## config.mk

```make
export PLATFORM = sky130hd
export DESIGN_NAME = combi_ldm_seq_flat
export DESIGN_NICKNAME = d
export VERILOG_FILES = /design/src/rtl/combi_ldm_seq_if.sv /design/src/rtl/combi_ldm_seq.sv /design/src/flat_wrapper.sv
export SDC_FILE = /design/constraint.sdc
export NUM_CORES = 1
export LEC_CHECK = 0
export ABC_AREA = 1
export CAP_MARGIN = 20
export CORE_MARGIN = 4
export CORE_UTILIZATION = 50
export CTS_CLUSTER_SIZE = 14
export DETAILED_ROUTE_END_ITERATION = 10
export MAX_ROUTING_LAYER = met4
export PLACE_DENSITY = 0.87
export SLEW_MARGIN = 30
export SYNTH_ARGS = -nofsm -noshare
export SYNTH_HDL_FRONTEND = slang
export SYNTH_SLANG_ARGS = --single-unit
```

## constraint.sdc

```tcl
create_clock -name clk -period 5.3 [get_ports clk]
set_clock_uncertainty 0.05 [all_clocks]
set_input_delay 0.53 -clock clk [delete_from_list [all_inputs] [get_ports clk]]
set_output_delay 0.53 -clock clk [all_outputs]
set_load 0.02 [all_outputs]
```

## src/rtl/combi_ldm_seq_if.sv

```systemverilog
// Decoder <-> LDM/STM sequencer bus: D-stage instruction context in, per-beat controls out.
interface combi_ldm_seq_if #(
   parameter int unsigned BEATW = 5
);
   logic [31:0]      instrD;
   logic             armD;
   logic             validD;
   logic             StallD;
   logic             FlushD;
   logic             ldmStall;
   logic             LdmActiveD;
   logic [3:0]       LdmRegD;
   logic [BEATW-1:0] LdmBeatD;
   logic             LdmFirstD;
   logic             LdmLastD;
   logic             LdmWbD;

   modport master (
      output instrD, armD, validD, StallD, FlushD,
      input  ldmStall, LdmActiveD, LdmRegD, LdmBeatD, LdmFirstD, LdmLastD, LdmWbD
   );

   modport slave (
      input  instrD, armD, validD, StallD, FlushD,
      output ldmStall, LdmActiveD, LdmRegD, LdmBeatD, LdmFirstD, LdmLastD, LdmWbD
   );
endinterface

```

## src/rtl/combi_ldm_seq.sv

```systemverilog
// ARM LDM/STM decode-stage sequencer: emits one register-list beat per unstalled cycle
// and holds F/D via ldmStall until the last beat.
module combi_ldm_seq #(
   parameter int unsigned NREGS = 16,
   parameter int unsigned BEATW = 5
) (
   input logic             clk,
   input logic             rst,
   combi_ldm_seq_if.slave  ldm
);
   localparam int unsigned REGW = 4;

   typedef enum logic {
      IDLE = 1'b0,
      BUSY = 1'b1
   } state_e;

   state_e           state_q, state_d;
   logic [NREGS-1:0] rem_q, rem_d;
   logic [BEATW-1:0] beat_q, beat_d;

   logic             is_bt;
   logic             active;
   logic             more;
   logic [NREGS-1:0] src;
   logic [REGW-1:0]  low_idx;
   logic [BEATW-1:0] beat_cur;
   logic             unused_instr;

   assign unused_instr = ^{ldm.instrD[31:28], ldm.instrD[24:22], ldm.instrD[20:16]};

   // Current beat: lowest set bit of the fresh list (IDLE) or the leftover mask (BUSY)
   always_comb begin
      is_bt   = ldm.armD & ldm.validD & (ldm.instrD[27:25] == 3'b100);
      src     = (state_q == BUSY) ? rem_q : NREGS'(ldm.instrD[15:0]);
      low_idx = '0;
      for (int i = NREGS - 1; i >= 0; i--) begin
         if (src[i]) low_idx = REGW'(i);
      end
      active   = is_bt & (src != '0);
      more     = (src & (src - NREGS'(1))) != '0;
      beat_cur = (active && state_q == BUSY) ? beat_q : '0;
   end

   // Next state: flush and lost-instruction abort beat stall; advance only when unstalled
   always_comb begin
      state_d = state_q;
      rem_d   = rem_q;
      beat_d  = beat_q;
      if (ldm.FlushD || (state_q == BUSY && !is_bt)) begin
         state_d = IDLE;
         rem_d   = '0;
         beat_d  = '0;
      end else if (!ldm.StallD && active) begin
         rem_d   = src & ~(NREGS'(1) << low_idx);
         beat_d  = beat_cur + BEATW'(1);
         state_d = more ? BUSY : IDLE;
      end
   end

   always_ff @(posedge clk) begin
      if (rst) begin
         state_q <= IDLE;
         rem_q   <= '0;
         beat_q  <= '0;
      end else begin
         state_q <= state_d;
         rem_q   <= rem_d;
         beat_q  <= beat_d;
      end
   end

   assign ldm.LdmActiveD = active;
   assign ldm.LdmRegD    = active ? low_idx : '0;
   assign ldm.LdmBeatD   = beat_cur;
   assign ldm.ldmStall   = active & more;
   assign ldm.LdmFirstD  = active & (state_q == IDLE);
   assign ldm.LdmLastD   = active & ~more;
   assign ldm.LdmWbD     = active & ~more & ldm.instrD[21];

endmodule

```

## src/flat_wrapper.sv

```systemverilog
// flat-port wrapper written by rule: the top's interface ports become plain ports
module combi_ldm_seq_flat 
#(
   parameter int unsigned NREGS = 16,
   parameter int unsigned BEATW = 5
)
  (clk, rst, ldm_instrD, ldm_armD, ldm_validD, ldm_StallD, ldm_FlushD, ldm_ldmStall, ldm_LdmActiveD, ldm_LdmRegD, ldm_LdmBeatD, ldm_LdmFirstD, ldm_LdmLastD, ldm_LdmWbD);
  combi_ldm_seq_if #(.BEATW(BEATW)) ldm_i ();
  input logic clk;
  input logic rst;
  input wire logic [$bits(ldm_i.instrD)-1:0] ldm_instrD;
  input wire logic [$bits(ldm_i.armD)-1:0] ldm_armD;
  input wire logic [$bits(ldm_i.validD)-1:0] ldm_validD;
  input wire logic [$bits(ldm_i.StallD)-1:0] ldm_StallD;
  input wire logic [$bits(ldm_i.FlushD)-1:0] ldm_FlushD;
  output wire logic [$bits(ldm_i.ldmStall)-1:0] ldm_ldmStall;
  output wire logic [$bits(ldm_i.LdmActiveD)-1:0] ldm_LdmActiveD;
  output wire logic [$bits(ldm_i.LdmRegD)-1:0] ldm_LdmRegD;
  output wire logic [$bits(ldm_i.LdmBeatD)-1:0] ldm_LdmBeatD;
  output wire logic [$bits(ldm_i.LdmFirstD)-1:0] ldm_LdmFirstD;
  output wire logic [$bits(ldm_i.LdmLastD)-1:0] ldm_LdmLastD;
  output wire logic [$bits(ldm_i.LdmWbD)-1:0] ldm_LdmWbD;
  assign ldm_i.instrD = ldm_instrD;
  assign ldm_i.armD = ldm_armD;
  assign ldm_i.validD = ldm_validD;
  assign ldm_i.StallD = ldm_StallD;
  assign ldm_i.FlushD = ldm_FlushD;
  assign ldm_ldmStall = ldm_i.ldmStall;
  assign ldm_LdmActiveD = ldm_i.LdmActiveD;
  assign ldm_LdmRegD = ldm_i.LdmRegD;
  assign ldm_LdmBeatD = ldm_i.LdmBeatD;
  assign ldm_LdmFirstD = ldm_i.LdmFirstD;
  assign ldm_LdmLastD = ldm_i.LdmLastD;
  assign ldm_LdmWbD = ldm_i.LdmWbD;
  combi_ldm_seq #(.NREGS(NREGS), .BEATW(BEATW)) u_core (.clk(clk), .rst(rst), .ldm(ldm_i));
endmodule
```

==> impl_metrics.py <==
metrics = {
    "outcome": {
        "status": "complete, no violations",
    },
    "synth": {
        "syn_nets": 303,
        "async_flop_share_pct": 0,
        "ys.flop_type": "dfxtp_1",
        "synth_seq_cells": 22,
        "ys_types": 33,
        "synth_top_cell_by_area": "dfxtp_1",
        "yosys_warnings": 0,
        "synth_area_sq_um": 1670,
        "yosysSeqAreaShare_pct": 26.4,
        "synthDominantCellAreaShare_pct": 26.4,
        "synth_area_leaders": "dfxtp_1 (26%), nand2_1 (17%), inv_1 (8.1%)",
        "synth-edff-count": 0,
        "syn_inst": 264,
        "syn_avg_cell_area_sq_um": 6.31,
    },
    "clock_tree": {
        "clk_pin_slew_ns": 0.14,
        "numClockSinks": 22,
        "cts_buffer_depth": 2,
        "cts_resized": 0,
        "cts-htree-levels": 1,
        "root_buffer": "clkbuf_4",
        "clock_latency_ns": 0.33,
        "numCtsBuffers": 3,
        "cts_tree": "done",
        "cts_setup_buffers": 0,
        "hold_buffers": 0,
    },
    "placed_design": {
        "io_buffers": 39,
        "place_area_sq_um": 2060,
        "gp_congestion": 0.944,
        "dp_slack_ns": 1.54,
        "dp_hpwl_um": 3270,
    },
    "sta": {
        "max_clock_freq_ghz": 0.252,
        "max_slew_margin_pct": 67.5,
        "hold_viol": 0,
        "setup_slack_ns": 1.33,
        "period_minus_slack_ns": 3.97,
        "setup_tns_ns": 0,
        "slew_violations": 0,
        "finalSetupViolCount": 0,
        "worstMarginPinSlew_ns": 0.483,
        "finalCritPeriodShare_pct": 74.8,
        "rsz0062_at_grt": "false",
        "whs_ns": 0.424,
    },
    "grt": {
        "grt_pass1_vias": 1684,
        "grt_start_max_net_pins": 27,
        "grtUsageMet3_pct": 2.91,
        "grtUsageTotal_pct": 21.9,
        "grt_first_pass_wirelength_um": 7270,
        "use_met2_pct": 37.0,
        "antenna_found_initial": 0,
        "globalRouteMet1Util_pct": 26.8,
        "grt-busiest-layer": "met2",
        "grt.overflow.total": 0,
    },
    "route": {
        "detail-route-antenna-nets": 0,
        "drt_wl_total_um": 4350,
        "wl_per_cell_um": 12.6,
        "via_per_inst": 5.21,
        "vias": 1798,
        "drt_iter0_drc": 138,
        "drcViolationCount": 0,
        "drt_first_pass_iters": 4,
    },
    "floorplan": {
        "core_sq_um": 3130,
        "dieArea_sq_um": 4320,
        "fp-row-count": 20,
        "die_y_um": 65.7,
        "die_w_um": 65.7,
        "start_util_pct": 53.2,
        "ioPinCount": 52,
    },
    "critical_path": {
        "critPathLaunchType": "register",
        "rrSetupSlack_ns": 2.40,
        "cp-end-kind": "primary output",
        "cp_max_fo": 14,
        "worstPathArrival_ns": 3.39,
        "critPathRequiredTime_ns": 4.72,
        "reg2regPathDepth": 15,
        "critical_path_class": "register to primary output",
        "reg2reg_from": "u_core.state_q",
        "r2r-end": "u_core.beat_q[2]",
    },
    "worst_hold_path": {
        "whs_endpoint": "u_core.rem_q[13]",
        "min_from": "u_core.rem_q[13]",
        "worstHoldPathCells": 2,
        "hp-class": "register to register",
    },
    "power": {
        "powerDensity_nw_per_um2": 174,
        "power.leakage_nw": 0.893,
        "peakVddDrop_v": 0.000123,
    },
    "job": {
        "drv_cap": 0,
    },
    "layout": {
        "layout_common_cells": "nand2_1 (74), clkdlybuf4s50_1 (39), inv_1 (36)",
        "nNetsFinal": 341,
        "fin_area_sq_um": 2110,
        "layout-drive-gt1-share_pct": 12.0,
        "syn_to_final_growth_pct": 26.7,
        "final_common_cell": "nand2_1",
        "diodes": 0,
    },
}
==> cell type report <==
| cell class | instances | area, sq um |
|---|---|---|
| tap | 44 | 55.1 |
| fill | 287 | 1020 |
| inverter | 44 | 170 |
| clock buffer | 3 | 22.5 |
| timing repair buffer | 42 | 413 |
| sequential | 22 | 440 |
| multi-input combinational | 189 | 978 |
| clock inverter | 1 | 30.0 |
==> worst max path at each step <==
stage	from	endpoint	slack, ns	depth (start not counted)
2_1_floorplan	ldm_instrD[2]	ldm_LdmWbD	2.68	11
3_3_place_gp	ldm_instrD[2]	ldm_LdmWbD	1.62	13
3_5_place_dp	ldm_instrD[3]	ldm_LdmWbD	1.54	13
4_1_cts	u_core.state_q	ldm_LdmWbD	1.34	14
5_1_grt	u_core.state_q	ldm_LdmWbD	1.04	14
6_report	u_core.state_q	ldm_LdmWbD	1.33	14
==> worst max-delay path, stage by stage (launching register included) <==
cell             delay [ns]
dfxtp_1                0.64
buf_4                  0.25
inv_2                  0.13
nand2_1                0.08
o21ai_1                0.12
nor2_4                 0.16
nand2_4                0.08
nor2_8                 0.15
nand2_1                0.08
o21ai_1                0.15
nand3b_1               0.09
nor2_1                 0.15
nand2_1                0.15
nor3b_2                0.17
clkdlybuf4s50_1        0.62
==> cells by family after synthesis <==
logic type,after synthesis,share of synthesized area [%]
DFF,22,26.4
adders and majority gates,1,0.751
AOI/OAI and AO/OA,61,21.8
buffers and inverters,53,14.8
xor gates and xnor gates,1,0.526
and+or+nand+nor,126,35.7
==> Yosys cell counts, types with 2 or more instances <==
library cell / number
nand2_1: 74
inv_1: 36
a21oi_1: 22
dfxtp_1: 22
nor2_1: 22
o21ai_0: 13
o21ai_1: 13
inv_2: 6
o21ai_2: 6
buf_6: 5
nand4_1: 5
nor3_1: 5
nand2_2: 4
nand3_1: 3
nor2_4: 3
a211oi_1: 2
clkbuf_1: 2
inv_4: 2
nand3b_1: 2
nor2_2: 2
nor2_8: 2
nor4_1: 2
==> stage by stage <==
step                utilization [%]  cells  power (W)
finish                         67.4    345   0.000366
global route                   67.4    345   0.000381
global placement               65.8    341   0.000233
floorplan                         -    264   0.000206
CTS                            67.4    345   0.000364
detailed placement             65.8    341   0.000234
==> sequential cells by signal (all words and copies together), names as in the netlist <==
name and count:
u_core.rem_q 16, u_core.beat_q 5, u_core.state_q 1
==> report_power, final <==
| part | internal [W] | switching (W) |
|---|---|---|
| registers | 0.000166 | 0.000000364 |
| clock network | 0.0000766 | 0.0000585 |
| logic | 0.0000303 | 0.0000348 |
==> metal layers <==
layer,vias up,wire length (um)
met5,-,0
met4,0,58
met3,6,316
met2,65,2110
met1,806,1860
li1,921,-
No activity file was read; power rests on OpenSTA's default activity.
